--- src/rtl/bin2bcd_pkg.sv ---
// bin2bcd_pkg: shared types and helpers for the sequential binary-to-BCD converter.
//   state_t        - converter FSM states (IDLE, SHIFT, DONE)
//   MAX_DIGITS     - widest supported BCD result, in digits
//   bcd_all_nines  - saturation pattern: the low `digits` nibbles set to 9
//   cnt_width      - bit-counter width, $clog2(bin_w) but never below 1
package bin2bcd_pkg;

    typedef enum logic [1:0] {
        IDLE  = 2'd0,
        SHIFT = 2'd1,
        DONE  = 2'd2
    } state_t;

    localparam int MAX_DIGITS = 10;

    // Returns a full-width pattern; callers keep only the low 4*digits bits.
    function automatic logic [4*MAX_DIGITS-1:0] bcd_all_nines(input int digits);
        logic [4*MAX_DIGITS-1:0] r;
        r = '0;
        for (int i = 0; i < MAX_DIGITS; i++) begin
            if (i < digits) begin
                r[4*i +: 4] = 4'd9;
            end
        end
        return r;
    endfunction

    function automatic int cnt_width(input int bin_w);
        return (bin_w <= 1) ? 1 : $clog2(bin_w);
    endfunction

endpackage

--- src/rtl/bcd_add3.sv ---
// bcd_add3: one double-dabble correction cell.
//   digit    in  4  BCD digit before the shift
//   adjusted out 4  digit + 3 when digit >= 5, otherwise unchanged
// The +3 wraps within 4 bits; the carry into the next digit is produced by
// the following left shift, not by this cell.
module bcd_add3
    import bin2bcd_pkg::*;
(
    input  logic [3:0] digit,
    output logic [3:0] adjusted
);

    assign adjusted = (digit >= 4'd5) ? digit + 4'd3 : digit;

endmodule

--- src/rtl/bin2bcd_seq.sv ---
// bin2bcd_seq: multi-cycle binary-to-BCD converter, one input bit per clock.
//   Clk       in  1       system clock, rising edge
//   Reset_n   in  1       asynchronous active-low reset
//   in_valid  in  1       bin is valid this cycle
//   in_ready  out 1       converter can accept a value (IDLE only)
//   bin       in  BIN_W   unsigned binary value
//   out_valid out 1       bcd/blank/overflow valid, held until out_ready
//   out_ready in  1       consumer accepts the result
//   bcd       out BCD_W   packed BCD, digit 0 in bits [3:0]
//   blank     out DIGITS  1 = leading-zero digit (digit 0 never blanked)
//   overflow  out 1       bin > 10^DIGITS-1, bcd saturated to all nines
// Result appears BIN_W clocks after the accept edge; a new value can be
// accepted every BIN_W+2 clocks when out_ready is held high.
module bin2bcd_seq
    import bin2bcd_pkg::*;
#(
    parameter int BIN_W  = 14,
    parameter int DIGITS = 4
) (
    input  logic                Clk,
    input  logic                Reset_n,
    input  logic                in_valid,
    output logic                in_ready,
    input  logic [BIN_W-1:0]    bin,
    output logic                out_valid,
    input  logic                out_ready,
    output logic [4*DIGITS-1:0] bcd,
    output logic [DIGITS-1:0]   blank,
    output logic                overflow
);

    localparam int BCD_W = 4 * DIGITS;
    localparam int CNT_W = cnt_width(BIN_W);
    localparam int CAT_W = BCD_W + BIN_W + 1;

    localparam logic [4*MAX_DIGITS-1:0] NINES_ALL = bcd_all_nines(DIGITS);
    localparam logic [BCD_W-1:0]        NINES     = NINES_ALL[BCD_W-1:0];

    state_t             state_reg;
    logic [BIN_W-1:0]   sreg_reg;
    logic [BCD_W-1:0]   acc_reg;
    logic [CNT_W-1:0]   cnt_reg;
    logic               ovf_reg;

    logic [BCD_W-1:0]   adj;
    logic [CAT_W-1:0]   cat;
    logic [BCD_W-1:0]   acc_next;
    logic [BIN_W-1:0]   sreg_next;
    logic               ovf_next;
    logic [BCD_W-1:0]   result_next;
    logic [DIGITS-1:0]  blank_next;

    // Per-digit "+3 if >= 5" correction ahead of the shift.
    for (genvar gi = 0; gi < DIGITS; gi++) begin : g_add3
        bcd_add3 u_add3 (
            .digit    (acc_reg[4*gi +: 4]),
            .adjusted (adj[4*gi +: 4])
        );
    end

    // {adj, sreg} shifted left by one. The extra LSB lets the top bit of the
    // corrected accumulator fall out at cat[CAT_W-1] for overflow detection,
    // and keeps the slicing valid for BIN_W == 1.
    assign cat       = {adj, sreg_reg, 1'b0};
    assign acc_next  = cat[CAT_W-2 -: BCD_W];
    assign sreg_next = cat[BIN_W-1:0];

    // A 1 leaving the top digit means the partial value already reached
    // 10^DIGITS; once set it stays set for the rest of the conversion.
    assign ovf_next    = ovf_reg | cat[CAT_W-1];
    assign result_next = ovf_next ? NINES : acc_next;

    // Leading-zero mask: digit i is blank when it and every digit above it
    // are zero. Digit 0 always shows so a zero value displays "0".
    for (genvar gi = 0; gi < DIGITS; gi++) begin : g_blank
        if (gi == 0) begin : g_lsd
            assign blank_next[gi] = 1'b0;
        end else begin : g_upper
            assign blank_next[gi] = ~|result_next[BCD_W-1:4*gi];
        end
    end

    always_ff @(posedge Clk or negedge Reset_n) begin
        if (!Reset_n) begin
            state_reg <= IDLE;
            sreg_reg  <= '0;
            acc_reg   <= '0;
            cnt_reg   <= '0;
            ovf_reg   <= 1'b0;
            in_ready  <= 1'b1;
            out_valid <= 1'b0;
            bcd       <= '0;
            blank     <= '0;
            overflow  <= 1'b0;
        end else begin
            case (state_reg)
                IDLE: begin
                    if (in_valid && in_ready) begin
                        sreg_reg  <= bin;
                        acc_reg   <= '0;
                        ovf_reg   <= 1'b0;
                        cnt_reg   <= CNT_W'(BIN_W - 1);
                        in_ready  <= 1'b0;
                        state_reg <= SHIFT;
                    end
                end
                SHIFT: begin
                    acc_reg  <= acc_next;
                    sreg_reg <= sreg_next;
                    ovf_reg  <= ovf_next;
                    if (cnt_reg == '0) begin
                        bcd       <= result_next;
                        blank     <= blank_next;
                        overflow  <= ovf_next;
                        out_valid <= 1'b1;
                        state_reg <= DONE;
                    end else begin
                        cnt_reg <= cnt_reg - CNT_W'(1);
                    end
                end
                DONE: begin
                    // Outputs hold until the consumer takes them.
                    if (out_ready) begin
                        out_valid <= 1'b0;
                        in_ready  <= 1'b1;
                        state_reg <= IDLE;
                    end
                end
                default: begin
                    state_reg <= IDLE;
                end
            endcase
        end
    end

endmodule

--- config.mk ---
export PLATFORM = sky130hd
export DESIGN_NAME = bin2bcd_seq
export DESIGN_NICKNAME = d
export VERILOG_FILES = /design/src/rtl/bin2bcd_pkg.sv /design/src/rtl/bcd_add3.sv /design/src/rtl/bin2bcd_seq.sv
export SDC_FILE = /design/constraint.sdc
export NUM_CORES = 1
export LEC_CHECK = 0
export CAP_MARGIN = 20
export CORE_MARGIN = 2
export CORE_UTILIZATION = 50
export CTS_CLUSTER_SIZE = 20
export DETAILED_ROUTE_END_ITERATION = 12
export PLACE_DENSITY = 0.77
export SLEW_MARGIN = 20
export SYNTH_ARGS = -nofsm -noshare
export SYNTH_HDL_FRONTEND = slang
export SYNTH_HIERARCHICAL = 1
export SYNTH_SLANG_ARGS = --single-unit
--- constraint.sdc ---
create_clock -name Clk -period 2.8 [get_ports Clk]
set_input_delay 0.28 -clock Clk [delete_from_list [all_inputs] [get_ports Clk]]
set_output_delay 0.28 -clock Clk [all_outputs]
set_load 0.02 [all_outputs]
==> results of run 1 <==
## critical path: cells and delay by family (launching register included)
family          cells  cell delay [ns]
buf+inv             1             0.18
simple gates        4             1.04
flops               1             0.44
fa+ha+maj           1             0.23
compound gates      2             0.33
## per-stage QoR
step | std cells | util | total power, µW | hold slack [ns] | worst slack, ns
6_report | 442 | 0.614 | 3910 | -0.0435 | 0.497
2_1_floorplan | 330 | - | 2570 | -0.0156 | 0.956
3_3_place_gp | 428 | 0.580 | 3060 | 0.468 | 0.683
3_5_place_dp | 428 | 0.580 | 3120 | 0.475 | 0.547
4_1_cts | 442 | 0.614 | 3930 | 0.168 | 0.508
5_1_grt | 442 | 0.614 | 4200 | 0.00606 | 0.217
## report_power, final
| part | total (µW) | internal, µW | switching, µW |
|---|---|---|---|
| Clock | 792 | 472 | 320 |
| Combinational | 1720 | 696 | 1030 |
| Sequential | 1390 | 1150 | 239 |
| Total | 3910 | 2320 | 1590 |
## worst min-delay path by stage
stage	from	end	slack (ns)	depth (start not counted)
floorplan	Reset_n	acc_reg[0]	-0.02	0
global placement	sreg_reg[12]	sreg_reg[13]	0.47	2
detailed placement	sreg_reg[0]	sreg_reg[1]	0.47	2
CTS	Reset_n	state_reg[0]	0.17	1
global route	Reset_n	cnt_reg[0]	0.006	1
finish	Reset_n	state_reg[0]	-0.04	1
## area by class of cell
class	count	area [µm²]
Tap cell	75	93.8
Timing Repair Buffer	45	433
Fill cell	495	2260
Inverter	11	41.3
Clock buffer	12	165
Multi-Input combinational cell	238	1350
Clock inverter	2	35.0
Sequential cell	59	1480
## routing by layer
| metal | global-route usage | wire (µm) |
|---|---|---|
| met5 | 0 | 0 |
| met2 | 0.338 | 3070 |
| met3 | 0.0344 | 257 |
| met4 | 0.110 | 127 |
| met1 | 0.287 | 2850 |
## logic make-up after synthesis
logic type / after synthesis
adder cells (fa/ha/maj): 9
XOR/XNOR: 5
AND/OR/NAND/NOR: 111
multiplexers: 19
buffers and inverters: 33
other: 1
AO/OA/AOI/OAI: 93
flip-flops: 59
## synth_stat cells (all sizes together), types with 5 or more instances
| cell type | count | area (µm²) |
|---|---|---|
| dfrtp | 58 | 1450 |
| clkbuf | 8 | 31.3 |
| a21oi | 8 | 55.1 |
| xnor2 | 5 | 43.8 |
| nor2 | 7 | 26.3 |
| mux2i | 18 | 180 |
| buf | 14 | 93.8 |
| ha | 9 | 113 |
| nand2 | 75 | 282 |
| nor3 | 10 | 50.1 |
| inv | 11 | 41.3 |
| nand2b | 12 | 82.6 |
| o21ai | 79 | 395 |
==> out/summary.md, run 1 <==
Die
• 41 — number of top-level pins
• 6620 µm² — Total Die Area
• 81.4 µm — die boundary width
• 28 — number of core rows
• 5850 µm² — Core Box Area
• 0.511 — starting density of the core
• 81.4 µm — DIE HEIGHT

STA
• no — setup repair after global routing missed its margin
• -0.0435 ns — worst hold slack across all endpoints
• 0 — number of endpoints failing setup at the final stage
• 45 — Final Hold Vio Count
• 434 MHz — achievable frequency
• 0 — total count of max-transition violations in the final report
• 2.30 ns — clock period minus worst slack
• 0.952 ns — Worst Max-Slew Pin Slew
• 0.366 — relative slew slack
• 0.00750 ns — Setup Skew
• 0 ns — Setup TNS Final
• 0.823 — crit share post-route

Setup path
• blank[1] — Reg-to-Reg End
• acc_reg[12] — Crit. Startpoint
• 3.05 ns — CP required
• reg2reg — startpoint-to-endpoint class of the critical path
• 8 — Worst Reg-to-Reg Cells
• 0.50 ns — reg-to-reg setup timing slack
• 2.55 ns — critical path arrival
• register — critical path startpoint category
• acc_reg[12] — R2R Path Start
• nand2b_1 — crit-path most repeated cell
• 12 — critical-path maximum fanout
• ha_1 > nand2b_1 > nand2b_1 > o21ai_1 > buf_4 > nor2_1 > nand4_1 > o31ai_1 — Cell Chain, Critical Path
• nor2_1 — highest-delay cell along the critical path
• register — crit end category
• blank[1] — destination of the critical timing path
• 0.56 ns — highest cell delay on the worst timing path

Detailed routing
• 0 — DRC violation count after routing
• 6300 µm — total wirelength of the detailed-routed design
• 14.3 µm — wire length per cell after detailed routing
• 2390 — vias after detailed routing
• 205 — Initial DRC Count
• 5.41 — detailed-route vias per instance
• 0 — number of nets with antenna violations after routing
• 4 — first-pass iteration count of the detailed router

Yosys
• 0.0652 — mux contribution to synthesized area
• 6 — Syn. warnings
• 0.0376 — adder and majority cell fraction of the synthesized area
• 0.494 — share of the yosys chip area belonging to registers
• 59 — #FFs+latches synth
• 9.07 µm² — average size of a mapped cell
• 0.165 — area fraction in and, or, nand and nor cells after synthesis
• 0.166 — area fraction in compound gates after synthesis
• 0.0146 — area share of xor/xnor cells in the synthesized design
• 357 — syn nets
• 0 — count of flip-flops with a built-in enable after synthesis
• 2990 µm² — Cell Area, Synth
• 1.00 — async set-or-reset flop fraction in the synthesized netlist
• 330 — number of instances in the synthesized netlist
• compound AO/OA/AOI/OAI gates — main combinational cell family by area after synthesis
• 35 — number of distinct library cells after synthesis
• dfrtp_1 — predominant post-synthesis flop cell

CTS
• clkbuf_8 — library cell used as clock root buffer
• 2 — CTS max path bufs
• 0 — hold bufs inserted after CTS
• built — TritonCTS clock tree
• 0 — setup repair bufs after CTS
• 9 — number of CTS-inserted buffers
• 59 — sinks on the clock net
• 0.34 ns — Worst-Skew Late Latency
• 0.07 ns — clock-pin slew of the registers on the worst-case setup and hold paths
• 0 — number of gates given a new drive strength after cts
• 3 — total number of H-tree levels

Place
• 0.791 — final RePlAce weighted congestion
• 39 — count of input and output buffers
• 4310 µm — post-DP HPWL
• 3390 µm² — cell area after placement

Cells and area
• 3590 µm² — final cell area excluding filler cells
• 20.1% — Area growth, synth to finish
• 0.0763 — fraction of final layout cells with drive strength greater than 1
• nand2_1 — most common cell after layout, fill and taps aside
• 391 — net count of the finished layout
• nand2_1 (75), dfrtp_1 (58), o21ai_1 (40) — most used cells in the layout excluding fill and tap cells
• 0 — count of antenna diodes in the layout

Pwr
• 540 µV — worst vdd ir
• 1090 nW/µm² — total power divided by cell area
• 0.00157 µW — static power due to leakage

GRT
• 10800 µm — wire length of the first global-routing pass
• 0 — antenna violations before repair
• 48 — largest net degree at the start of global routing
• 0.215 — Tot GR Track Use
• 2393 — number of global-route vias before repair
• 0 — overall overflow remaining after global route

Outcome
• hold timing — failing checks
• complete, but fails checks — result of the run

Min path
• in2async — min-delay worst type

Run
• 0 — max capacitance violation total

Power figures use the tool's default switching activity.
==> run 2, diff against run 1 <==
--- a/config.mk
+++ b/config.mk
@@ -7,10 +7,10 @@
 export LEC_CHECK = 0
 export CAP_MARGIN = 20
 export CORE_MARGIN = 2
-export CORE_UTILIZATION = 50
+export CORE_UTILIZATION = 49
 export CTS_CLUSTER_SIZE = 20
 export DETAILED_ROUTE_END_ITERATION = 12
-export PLACE_DENSITY = 0.77
+export PLACE_DENSITY = 0.78
 export SLEW_MARGIN = 20
 export SYNTH_ARGS = -nofsm -noshare
 export SYNTH_HDL_FRONTEND = slang
==> constraint.sdc (replaced) <==
create_clock -name Clk -period 2.1 [get_ports Clk]
set_input_delay 0.21 -clock Clk [delete_from_list [all_inputs] [get_ports Clk]]
set_output_delay 0.21 -clock Clk [all_outputs]
set_load 0.02 [all_outputs]
==> out/summary.md, run 2 (synthesis gave the netlist of run 1 again) <==
STA
• 0.734 ns — Worst Max-Slew Pin Slew, was 0.952 ns
• 0 — Final Hold Vio Count, was 45
• 0 — total count of max-transition violations in the final report, unchanged
• 0.00665 ns — Setup Skew, was 0.00750 ns
• 0 — number of endpoints failing setup at the final stage, unchanged
• 0.511 — relative slew slack, was 0.366
• 0.0572 ns — final setup slack of the worst path, was 0.497 ns
• 0.973 — crit share post-route, was 0.823
• 0 ns — Setup TNS Final, unchanged
• 490 MHz — achievable frequency, was 434 MHz
• 2.04 ns — clock period minus worst slack, was 2.30 ns

Cells and area
• 500 — total of fill cells in the finished design, was 495
• 24.7% — Area growth, synth to finish, was 20.1%
• 0 — count of antenna diodes in the layout, unchanged
• nand2_1 (75), dfrtp_1 (57), o21ai_1 (40) — most used cells in the layout excluding fill and tap cells, was nand2_1 (75), dfrtp_1 (58), o21ai_1 (40)
• 394 — net count of the finished layout, was 391
• 0.0995 — fraction of final layout cells with drive strength greater than 1, was 0.0763
• nand2_1 — most common cell after layout, fill and taps aside, unchanged

CTS
• 3 — total number of H-tree levels, unchanged
• 59 — sinks on the clock net, unchanged
• 9 — number of CTS-inserted buffers, unchanged
• clkbuf_8 — library cell used as clock root buffer, unchanged
• built — TritonCTS clock tree, unchanged
• 2 — CTS max path bufs, unchanged
• 0.07 ns — clock-pin slew of the registers on the worst-case setup and hold paths, about the same
• 0.33 ns — Worst-Skew Late Latency, was 0.34 ns
• 0 — hold bufs inserted after CTS, unchanged

Setup path
• 5 — critical-path maximum fanout, was 12
• register — critical path startpoint category, unchanged
• blank[1] — Reg-to-Reg End, unchanged
• 2.27 ns — critical path arrival, was 2.55 ns
• 0.06 ns — reg-to-reg setup timing slack, was 0.50 ns
• 2.33 ns — CP required, was 3.05 ns
• reg2reg — startpoint-to-endpoint class of the critical path, unchanged
• 0.45 ns — highest cell delay on the worst timing path, was 0.56 ns
• acc_reg[12] — Crit. Startpoint, unchanged
• register — crit end category, unchanged
• acc_reg[12] — R2R Path Start, unchanged
• dfrtp_2 — highest-delay cell along the critical path, was nor2_1
• blank[1] — destination of the critical timing path, unchanged
• 7 — Worst Reg-to-Reg Cells, was 8
• ha_1 > nand2b_1 > a21oi_2 > xnor2_2 > nor4_4 > nand4_1 > o31ai_1 — Cell Chain, Critical Path, was ha_1 > nand2b_1 > nand2b_1 > o21ai_1 > buf_4 > nor2_1 > nand4_1 > o31ai_1

Detailed routing
• 6150 µm — total wirelength of the detailed-routed design, was 6300 µm
• 147 — Initial DRC Count, was 205
• 4 — first-pass iteration count of the detailed router, unchanged
• 0 — DRC violation count after routing, unchanged
• 13.8 µm — wire length per cell after detailed routing, was 14.3 µm
• 0 — number of nets with antenna violations after routing, unchanged
• 5.35 — detailed-route vias per instance, was 5.41
• 2393 — vias after detailed routing, was 2390

GRT
• 0.201 — Tot GR Track Use, was 0.215
• 0 — overall overflow remaining after global route, unchanged
• 0 — antenna violations before repair, unchanged
• 60 — largest net degree at the start of global routing, was 48
• 10200 µm — wire length of the first global-routing pass, was 10800 µm
• 2259 — number of global-route vias before repair, was 2393

Pwr
• 2150 µW — switching power summed over all nets, was 1590 µW
• 0.426 — Logic pwr share, was 0.441
• 699 µV — worst vdd ir, was 540 µV
• 0.378 — switching part of the total power, was 0.406
• 0.248 — clock network fraction of design power, was 0.203
• 1520 nW/µm² — total power divided by cell area, was 1090 nW/µm²
• 0.326 — portion of total power attributed to sequential cells, was 0.356
• 3530 µW — cell internal pwr, was 2320 µW
• 0.00162 µW — static power due to leakage, was 0.00157 µW

Min path
• in2async — min-delay worst type, unchanged

Die
• 82.1 µm — DIE HEIGHT, was 81.4 µm
• 5920 µm² — Core Box Area, was 5850 µm²
• 82.1 µm — die boundary width, was 81.4 µm
• 0.505 — starting density of the core, was 0.511
• 6750 µm² — Total Die Area, was 6620 µm²
• 28 — number of core rows, unchanged
• 41 — number of top-level pins, unchanged

Place
• 0.798 — final RePlAce weighted congestion, was 0.791
• 4060 µm — post-DP HPWL, was 4310 µm
• 39 — count of input and output buffers, unchanged
• -0.0170 ns — Setup WS pre-CTS, was 0.547 ns

Outcome
• complete, no violations — result of the run, was complete, but fails checks

Run
• 0 — max capacitance violation total, unchanged

## run 2: final cells by class
type	instances	area, µm²	area share
inverters	11	41.3	0.0111
flip-flops and latches	59	1480	0.396
well taps	75	93.8	0.0252
clock buffers	12	155	0.0416
multi-input cells	238	1380	0.369
repair buffers	48	465	0.125
clock inverters	4	120	0.0322
## run 2: power groups by stage
stage | Sequential [µW] | Combinational, µW | Clock (µW)
6_report | 1850 | 2420 | 1410
2_1_floorplan | 1950 | 1470 | 0
3_3_place_gp | 1840 | 2230 | 0
4_1_cts | 1850 | 2350 | 1440
3_5_place_dp | 1860 | 2310 | 0
5_1_grt | 1900 | 2710 | 1490
## run 2: per-layer routing
metal  global-route usage  part of all wire  up-vias
met5                    0                 0        -
met2                0.326              0.48       53
met4               0.0933             0.012        0
met1                0.262              0.47     1151
met3               0.0380             0.036        7
li1                     -                 -     1182
## run 2: worst max-delay path, delay by kind of cell, from the launching register on
family / cells / cell delay [ns]
AND/OR/NAND/NOR: 3 / 0.66
AO/OA/AOI/OAI: 2 / 0.48
flip-flops: 1 / 0.45
adder cells (fa/ha/maj): 1 / 0.21
XOR/XNOR: 1 / 0.14
## run 2: metrics by stage
stage	power, µW	hold WS [ns]	area, µm²	util	std cells
detailed placement	4170	0.410	3430	0.579	431
global route	6100	0.0922	3730	0.630	447
CTS	5630	0.0423	3710	0.626	447
global placement	4080	0.403	3430	0.579	431
floorplan	3420	-0.0856	2990	-	330
finish	5680	0.0157	3730	0.630	447
## run 2: worst min-delay path by stage
stage / end / slack (ns) / start / cells past startpoint
after detailed placement: sreg_reg[7] / 0.41 / Reset_n / 2
after floorplan: acc_reg[0] / -0.09 / Reset_n / 0
after global placement: sreg_reg[7] / 0.40 / Reset_n / 2
after CTS: sreg_reg[7] / 0.04 / Reset_n / 2
final: sreg_reg[7] / 0.02 / Reset_n / 2
after global routing: sreg_reg[0] / 0.09 / Reset_n / 2
## run 2: timing repair
| item | in CTS | in global routing |
|---|---|---|
| setup buffers | 0 | 0 |
| gates resized for setup | 1 | 5 |
| pin swaps | 0 | 4 |
| endpoints found under the hold margin | 0 | 0 |
| gates cloned | 0 | 0 |
| endpoints found under the setup margin | 1 | 1 |
==> run 3, diff against run 2 <==
--- a/config.mk
+++ b/config.mk
@@ -7,10 +7,12 @@
 export LEC_CHECK = 0
 export CAP_MARGIN = 20
 export CORE_MARGIN = 2
-export CORE_UTILIZATION = 49
+export CORE_UTILIZATION = 40
 export CTS_CLUSTER_SIZE = 20
 export DETAILED_ROUTE_END_ITERATION = 12
-export PLACE_DENSITY = 0.78
+export HOLD_SLACK_MARGIN = 0.05
+export PLACE_DENSITY = 0.67
+export SETUP_SLACK_MARGIN = 0.4
 export SLEW_MARGIN = 20
 export SYNTH_ARGS = -nofsm -noshare
 export SYNTH_HDL_FRONTEND = slang
==> out/summary.md, run 3 (synthesis gave the netlist of run 1 again) <==
Outcome
• complete, no violations — result of the run, unchanged

Cells and area
• 33.0% — Area growth, synth to finish, was 24.7%
• 0.203 — fraction of final layout cells with drive strength greater than 1, was 0.0995
• nand2_1 (74), dfrtp_1 (57), o21ai_1 (41) — most used cells in the layout excluding fill and tap cells, was nand2_1 (75), dfrtp_1 (57), o21ai_1 (40)
• 0 — count of antenna diodes in the layout, unchanged
• nand2_1 — most common cell after layout, fill and taps aside, unchanged
• 488 — final std cells w/o fill, was 447
• 411 — net count of the finished layout, was 394

STA
• 0 — total count of max-transition violations in the final report, unchanged
• 0 ns — Setup TNS Final, unchanged
• 0.906 — crit share post-route, was 0.973
• 0 — Final Hold Vio Count, unchanged
• 0 — number of endpoints failing setup at the final stage, unchanged
• 526 MHz — achievable frequency, was 490 MHz
• yes — setup repair after global routing missed its margin
• 1.90 ns — clock period minus worst slack, was 2.04 ns
• 0.00714 ns — Setup Skew, was 0.00665 ns

GRT
• 0.168 — Tot GR Track Use, was 0.201
• 2370 — number of global-route vias before repair, was 2259
• 0 — antenna violations before repair, unchanged
• 0 — overall overflow remaining after global route, unchanged
• 11100 µm — wire length of the first global-routing pass, was 10200 µm
• 39 — largest net degree at the start of global routing, was 60

Detailed routing
• 0 — number of nets with antenna violations after routing, unchanged
• 14.1 µm — wire length per cell after detailed routing, was 13.8 µm
• 6870 µm — total wirelength of the detailed-routed design, was 6150 µm
• 0 — DRC violation count after routing, unchanged
• 5.11 — detailed-route vias per instance, was 5.35
• 205 — Initial DRC Count, was 147
• 2493 — vias after detailed routing, was 2393
• 4 — first-pass iteration count of the detailed router, unchanged

Setup path
• 5 — critical-path maximum fanout, unchanged
• reg2reg — startpoint-to-endpoint class of the critical path, unchanged
• register — critical path startpoint category, unchanged
• 0.45 ns — highest cell delay on the worst timing path, about the same
• register — crit end category, unchanged
• 2.14 ns — critical path arrival, was 2.27 ns
• 2.34 ns — CP required, was 2.33 ns
• ha_4 > nand2b_4 > a21oi_4 > xnor2_2 > nor4_2 > nand4_1 > o31ai_2 — Cell Chain, Critical Path, was ha_1 > nand2b_1 > a21oi_2 > xnor2_2 > nor4_4 > nand4_1 > o31ai_1
• dfrtp_2 — highest-delay cell along the critical path, unchanged

Die
• 8190 µm² — Total Die Area, was 6750 µm²
• 90.5 µm — DIE HEIGHT, was 82.1 µm
• 31 — number of core rows, was 28
• 0.412 — starting density of the core, was 0.505
• 41 — number of top-level pins, unchanged
• 90.5 µm — die boundary width, was 82.1 µm
• 7250 µm² — Core Box Area, was 5920 µm²

Place
• 4410 µm — post-DP HPWL, was 4060 µm
• 39 — count of input and output buffers, unchanged
• 457 — number of cells in the design after placement, was 431
• 0.802 — final RePlAce weighted congestion, was 0.798

CTS
• 0.07 ns — clock-pin slew of the registers on the worst-case setup and hold paths, about the same
• 59 — sinks on the clock net, unchanged
• 2 — CTS max path bufs, unchanged
• built — TritonCTS clock tree, unchanged
• 3 — total number of H-tree levels, unchanged
• clkbuf_8 — library cell used as clock root buffer, unchanged
• 9 — number of CTS-inserted buffers, unchanged
• 0.33 ns — Worst-Skew Late Latency, about the same

Run
• 0 — max capacitance violation total, unchanged

Pwr
• 1450 nW/µm² — total power divided by cell area, was 1520 nW/µm²
• 525 µV — worst vdd ir, was 699 µV
• 0.00170 µW — static power due to leakage, was 0.00162 µW

Min path
• in2async — min-delay worst type, unchanged

-- run 3: cell types whose count changed in the layout (fill, tap and decap cells not counted), sizes merged --
cell	delta
bufinv	-4
nand2b	+2
clkinv	+2
clkdlybuf4s50	-1
dlygate4sd3	+1
clkbuf	+2
buf	+14
dlygate4sd2	+1
-- run 3: power breakdown --
| part | leakage, µW | internal (µW) | switching [µW] |
|---|---|---|---|
| Sequential | 0.000776 | 1540 | 337 |
| Clock | 0.0000965 | 522 | 437 |
| Combinational | 0.000828 | 1380 | 1580 |
| Total | 0.00170 | 3440 | 2350 |
-- run 3: cell type report --
cell class / count / area (µm²)
clock buffer: 14 / 173
clock inverter: 2 / 10.0
fill: 690 / 3270
inverter: 11 / 41.3
multi-input combinational: 240 / 1540
sequential: 59 / 1480
tap: 99 / 124
timing repair buffer: 63 / 608
-- run 3: layer usage --
layer | routed length, µm | share of wire | global-route usage
met4 | 89 | 0.013 | 0.0756
met3 | 309 | 0.045 | 0.0384
met2 | 3400 | 0.49 | 0.271
met5 | 0 | 0 | 0
met1 | 3070 | 0.45 | 0.217
-- run 3: stage by stage --
step                hold WS [ns]  total power [µW]  setup WS, ns  utilization  area [µm²]
finish                     0.276              5790         0.198        0.549        3980
global route               0.296              6240        0.0415        0.549        3980
floorplan                -0.0856              3460         0.321            -        3010
CTS                        0.269              5380         0.191        0.520        3770
detailed placement         0.108              4250        0.0209        0.483        3500
global placement           0.103              4170         0.144        0.483        3500
-- run 3: worst max-delay path: cells and delay by family, from the launching register on --
family | cells | cell delay, ns
simple gates | 3 | 0.72
fa+ha+maj | 1 | 0.17
compound gates | 2 | 0.39
flops | 1 | 0.45
xor+xnor | 1 | 0.09
-- run 3: repair_timing --
item	CTS	global route
hold buffers	1	0
setup buffers	3	9
endpoints found under the setup margin	23	35
cloned	0	2
endpoints found under the hold margin	28	0
resized for setup	12	35
pin swaps	5	10
-- run 3: worst paths after layout --
path / startpoint / end / slack [ns] / cells after the start
min in group Clk: bin[0] / sreg_reg[0] / 0.44 / 3
max: acc_reg[12] / blank[1] / 0.20 / 7
max in group asynchronous: Reset_n / acc_reg[12] / 1.25 / 3
max reg2reg: acc_reg[12] / blank[1] / 0.20 / 7
min: Reset_n / sreg_reg[7] / 0.28 / 2
min reg2reg: sreg_reg[2] / sreg_reg[3] / 0.48 / 2
